<file path="src/rtl/uart_pkg.sv">
// rtl/uart_pkg.sv - shared UART types and helpers
//
// Purpose: state encoding for the receiver FSM and the baud divisor helper,
//          shared by uart_rx and the future uart_tx.
// Contents:
//   uart_rx_state_t  receiver FSM states
//   calc_div()       clocks per bit, truncated integer division
package uart_pkg;

  typedef enum logic [2:0] {
    IDLE   = 3'd0,
    START  = 3'd1,
    DATA_S = 3'd2,
    STOP   = 3'd3,
    BREAK  = 3'd4
  } uart_rx_state_t;

  function automatic int calc_div(input int clk_freq, input int baud);
    return clk_freq / baud;
  endfunction

endpackage

</file>
<file path="src/rtl/uart_rx.sv">
// rtl/uart_rx.sv - 8N1-style asynchronous serial receiver
//
// Purpose: synchronizes the raw RX pin, finds the start edge, samples every
//          bit at its middle and deserializes LSB first.
// Ports:
//   CLK        system clock
//   RESET      synchronous, active-high reset
//   RX         asynchronous serial line, idle high
//   DATA       last correctly received byte, bit 0 = first data bit on the wire
//   VALID      one-cycle strobe, DATA updated this cycle
//   FRAME_ERR  one-cycle strobe, stop bit sampled low
//   BUSY       high whenever the FSM is not in IDLE
module uart_rx
  import uart_pkg::*;
#(
  parameter int CLK_FREQ  = 50_000_000,
  parameter int BAUD      = 115200,
  parameter int DATA_BITS = 8
) (
  input  logic                 CLK,
  input  logic                 RESET,
  input  logic                 RX,
  output logic [DATA_BITS-1:0] DATA,
  output logic                 VALID,
  output logic                 FRAME_ERR,
  output logic                 BUSY
);

  localparam int DIV  = calc_div(CLK_FREQ, BAUD);
  localparam int HALF = DIV / 2;
  localparam int CW   = $clog2(DIV);
  localparam int BW   = (DATA_BITS > 1) ? $clog2(DATA_BITS) : 1;

  localparam logic [CW-1:0] DIV_M1   = CW'(DIV - 1);
  localparam logic [CW-1:0] HALF_M1  = CW'(HALF - 1);
  localparam logic [BW-1:0] LAST_BIT = BW'(DATA_BITS - 1);

  generate
    if (DIV < 4) begin : g_div_check
      $error("uart_rx: CLK_FREQ/BAUD must be at least 4");
    end
    if (DATA_BITS < 5 || DATA_BITS > 9) begin : g_bits_check
      $error("uart_rx: DATA_BITS must be in 5..9");
    end
  endgenerate

  uart_rx_state_t       state;
  logic                 rx_m;
  logic                 rx_s;
  logic [CW-1:0]        baud_cnt;
  logic [BW-1:0]        bit_cnt;
  logic [DATA_BITS-1:0] shift;

  // State is a flop, so BUSY is glitch-free without a separate register.
  assign BUSY = (state != IDLE);

  // The counter is compared against N-1 because it is cleared on the edge
  // that enters a state: an event at N cycles after entry sees count N-1.
  always_ff @(posedge CLK) begin
    if (RESET) begin
      state     <= IDLE;
      rx_m      <= 1'b1;
      rx_s      <= 1'b1;
      baud_cnt  <= '0;
      bit_cnt   <= '0;
      shift     <= '0;
      DATA      <= '0;
      VALID     <= 1'b0;
      FRAME_ERR <= 1'b0;
    end else begin
      rx_m      <= RX;
      rx_s      <= rx_m;
      VALID     <= 1'b0;
      FRAME_ERR <= 1'b0;

      case (state)
        IDLE: begin
          baud_cnt <= '0;
          if (!rx_s) begin
            state <= START;
          end
        end

        START: begin
          if (baud_cnt == HALF_M1) begin
            baud_cnt <= '0;
            // A start bit that is already gone at mid-bit is line noise.
            if (rx_s) begin
              state <= IDLE;
            end else begin
              state   <= DATA_S;
              bit_cnt <= '0;
            end
          end else begin
            baud_cnt <= baud_cnt + CW'(1);
          end
        end

        DATA_S: begin
          if (baud_cnt == DIV_M1) begin
            baud_cnt <= '0;
            // Enter at the MSB and shift right so the first bit ends at bit 0.
            shift    <= {rx_s, shift[DATA_BITS-1:1]};
            bit_cnt  <= bit_cnt + BW'(1);
            if (bit_cnt == LAST_BIT) begin
              state <= STOP;
            end
          end else begin
            baud_cnt <= baud_cnt + CW'(1);
          end
        end

        STOP: begin
          if (baud_cnt == DIV_M1) begin
            baud_cnt <= '0;
            // Leaving at mid-stop gives half a bit to catch a back-to-back start.
            if (rx_s) begin
              DATA  <= shift;
              VALID <= 1'b1;
              state <= IDLE;
            end else begin
              FRAME_ERR <= 1'b1;
              state     <= BREAK;
            end
          end else begin
            baud_cnt <= baud_cnt + CW'(1);
          end
        end

        BREAK: begin
          // Hold here for the whole low period so a break reports only once.
          baud_cnt <= '0;
          if (rx_s) begin
            state <= IDLE;
          end
        end

        default: begin
          baud_cnt <= '0;
          state    <= IDLE;
        end
      endcase
    end
  end

endmodule

</file>
<file path="config.mk">
export PLATFORM = sky130hd
export DESIGN_NAME = uart_rx
export DESIGN_NICKNAME = d
export VERILOG_FILES = /design/src/rtl/uart_pkg.sv /design/src/rtl/uart_rx.sv
export SDC_FILE = /design/constraint.sdc
export NUM_CORES = 1
export LEC_CHECK = 0
export ABC_AREA = 1
export CORE_MARGIN = 8
export CORE_UTILIZATION = 55
export DETAILED_ROUTE_END_ITERATION = 10
export MAX_ROUTING_LAYER = met4
export PLACE_DENSITY = 0.82
export SYNTH_ARGS = -nofsm -noshare
export SYNTH_HDL_FRONTEND = slang
export SYNTH_SLANG_ARGS = --single-unit
</file>
<file path="constraint.sdc">
create_clock -name CLK -period 3 [get_ports CLK]
set_input_delay 0.45 -clock CLK [delete_from_list [all_inputs] [get_ports CLK]]
set_output_delay 0.45 -clock CLK [all_outputs]
set_load 0.02 [all_outputs]
</file>
==> run_results.csv <==
group,metric,value,unit
sta,worst_pin_slew,451,ps
detailed_routing,wl_met2,1.34,mm
clocking,postCtsSetupBuffers,0,
clocking,clk-insertion-delay-late,330,ps
clocking,clk_pin_slew,100,ps
global_routing,grt_max_degree,20,
placed_design,placed_area,1740,µm²
global_routing,gr-total-overflow,0,
critical_path,startpoint_type,"register",
critical_path,crit_path_max_fanout,6,
synthesis,synth-main-ff-cell,"dfxtp_1",
detailed_routing,drt_iter0_drc,48,
clocking,postCtsResizedCells,0,
critical_path,crit_path_end,"BUSY",
synthesis,syn_nets,200,
detailed_routing,ant_nets,0,
power_and_ir_drop,peakVddDrop,0.501,mV
floorplan,io_pins,14,
sta,finalHoldViolCount,0,
power_and_ir_drop,pwr-share-seq,45.8,%
cells_and_area,layout_commonest_cell,"dfxtp_1",
power_and_ir_drop,p_clk_share,21.4,%
detailed_routing,drtPass1Iterations,5,
synthesis,synth_cells,192,
cells_and_area,fin_nets,216,
cells_and_area,stdcell_count,240,
sta,fin_crit_sh,67.0,%
worst_hold_path,hold_path_class,"register to register",
detailed_routing,viasPerCell,5.15,
critical_path,startpoint,"state[2]",
synthesis,seq_area_frac_synth,43.8,%
clocking,root_buffer,"clkbuf_4",
power_and_ir_drop,p_switching,418,µW
global_routing,grt_pass1_vias,1146,
detailed_routing,drcViolationCount,0,
clocking,ctsHoldBuffers,0,
critical_path,worstSetupPathType,"register to output pin",
global_routing,antenna_found_initial,0,
sta,period_minus_slack,2010,ps
detailed_routing,top_layer,"met4",
clocking,cts_buffers,5,
critical_path,worstPathArrival,1560,ps
floorplan,die_area,4890,µm²
critical_path,end_kind,"output pin",
clocking,cts_tree,"done",
floorplan,die_h,70.0,µm
global_routing,grt_pass1_wl,4.86,mm
floorplan,core,2760,µm²
run,drv_cap,0,
global_routing,grt_use_total,12.1,%
sta,setup_viol,0,
critical_path,r2r_start,"baud_cnt[0]",
synthesis,synth-seq-cells,35,
sta,rsz0062_at_grt,"false",
placed_design,dp.cells,232,
synthesis,avgSynthCellArea,8.34,µm²
cells_and_area,fin_area,1790,µm²
cells_and_area,final_cell_mix,"dfxtp_1 (35), inv_1 (24), nand2_1 (20), nor2_1 (20), o21ai_0 (16)",
power_and_ir_drop,p_sw_share,36.9,%
synthesis,async_flop_share,0,%
power_and_ir_drop,power_density,633,nW/µm²
detailed_routing,routed_wl,2.83,mm
detailed_routing,vias,1235,
detailed_routing,wl_met1,1.34,mm
sta,setup_tns,0,ps
critical_path,reg2reg_depth,10,
clocking,cts.sinks,35,
floorplan,rows,19,
cells_and_area,area.growth.synth_to_final,12.0,%
synthesis,yosysWarnings,0,
synthesis,synth_edf_count,0,
critical_path,reg2reg_setup_slack,1390,ps
power_and_ir_drop,power_leakage,0.000759,µW
sta,fin_skew,16.8,ps
cells_and_area,diodes,0,
clocking,clockBufferDepth,2,
floorplan,fp.dieW,70.0,µm
sta,finalMaxSlewViolations,0,
outcome,outcome,"finished clean",
critical_path,worstPathRequired,2550,ps
power_and_ir_drop,pwr-share-comb,32.8,%
power_and_ir_drop,power.internal,716,µW
synthesis,syn_area,1600,µm²
detailed_routing,wl_per_cell,11.8,µm
placed_design,io_buffers,13,
synthesis,synth_cell_types,28,
floorplan,start_util,58.1,%
critical_path,reg2reg_to,"state[1]",
detailed_routing,route.met3.wl,108,µm
cells_and_area,layout-drive-gt1-share,18.2,%
sta,fmax,497,MHz
placed_design,gp_congestion,0.886,
placed_design,hpwl,2.12,mm
clocking,h-tree-depth,2,
sta,relSlewSlack,69.9,%
-- power by group through the flow --
| stage | sequential, µW | combinational (µW) | clock [µW] |
|---|---|---|---|
| 4_1_cts | 519 | 370 | 250 |
| 5_1_grt | 524 | 415 | 273 |
| 6_report | 520 | 372 | 242 |
| 3_3_place_gp | 528 | 363 | 0 |
| 2_1_floorplan | 525 | 297 | 0 |
| 3_5_place_dp | 530 | 370 | 0 |
-- synth_stat cells (all sizes together) (3+ instances only) --
master | instances | area [µm²]
a21oi | 19 | 110
dfxtp | 35 | 701
ha | 5 | 62.6
inv | 27 | 101
nand2 | 30 | 153
nand3 | 10 | 62.6
nor2 | 27 | 151
nor3 | 5 | 36.3
nor3b | 3 | 37.5
o21ai | 19 | 95.1
-- worst min path at each step --
stage                     startpoint    to  slack, ps  cells past startpoint
final                           rx_m  rx_s        430                      1
after floorplan                 rx_m  rx_s        390                      1
after global routing            rx_m  rx_s        460                      1
after global placement          rx_m  rx_s        400                      1
after CTS                       rx_m  rx_s        430                      1
after detailed placement        rx_m  rx_s        400                      1
-- metrics by stage --
| step | hold slack [ps] | power [µW] | worst slack (ps) | utilization [%] |
|---|---|---|---|---|
| finish | 434 | 1130 | 989 | 65.0 |
| CTS | 431 | 1140 | 967 | 65.0 |
| global route | 459 | 1210 | 889 | 65.0 |
| floorplan | 389 | 822 | 1620 | - |
| global placement | 396 | 890 | 1190 | 63.1 |
| detailed placement | 404 | 899 | 1150 | 63.1 |
-- registers in the layout (all words and copies together), names as in the netlist --
register   count
baud_cnt       9
shift          8
rx_m           1
FRAME_ERR      1
rx_s           1
DATA           8
state          3
bit_cnt        3
VALID          1
-- cell type report --
cell class,count,area [µm²]
Fill cell,235,965
Multi-Input combinational cell,126,768
Sequential cell,35,701
Timing Repair Buffer,13,130
Inverter,27,101
Clock buffer,6,41.3
Tap cell,31,38.8
Clock inverter,2,12.5
-- layer usage --
layer	up-vias	global-route usage, %
met5	-	-
met4	0	5.36
met3	4	3.39
met2	32	19.8
met1	549	13.4
li1	650	-
-- logic make-up (layout without fill, tap and decap cells) --
logic type	Yosys count	after routing	share of synthesized area, %
AOI/OAI and AO/OA	39	39	13.2
and+or+nand+nor	78	78	28.7
buffers and inverters	31	48	8.28
adders and majority gates	5	5	3.91
xor gates and xnor gates	4	4	2.19
DFF	35	35	43.7
-- critical path, cell delays in order (launching register included) --
cell	delay, ps
dfxtp_1	470
nor2_2	100
nand2_1	70
clkdlybuf4s50_1	600
Power figures use the tool's default switching activity.
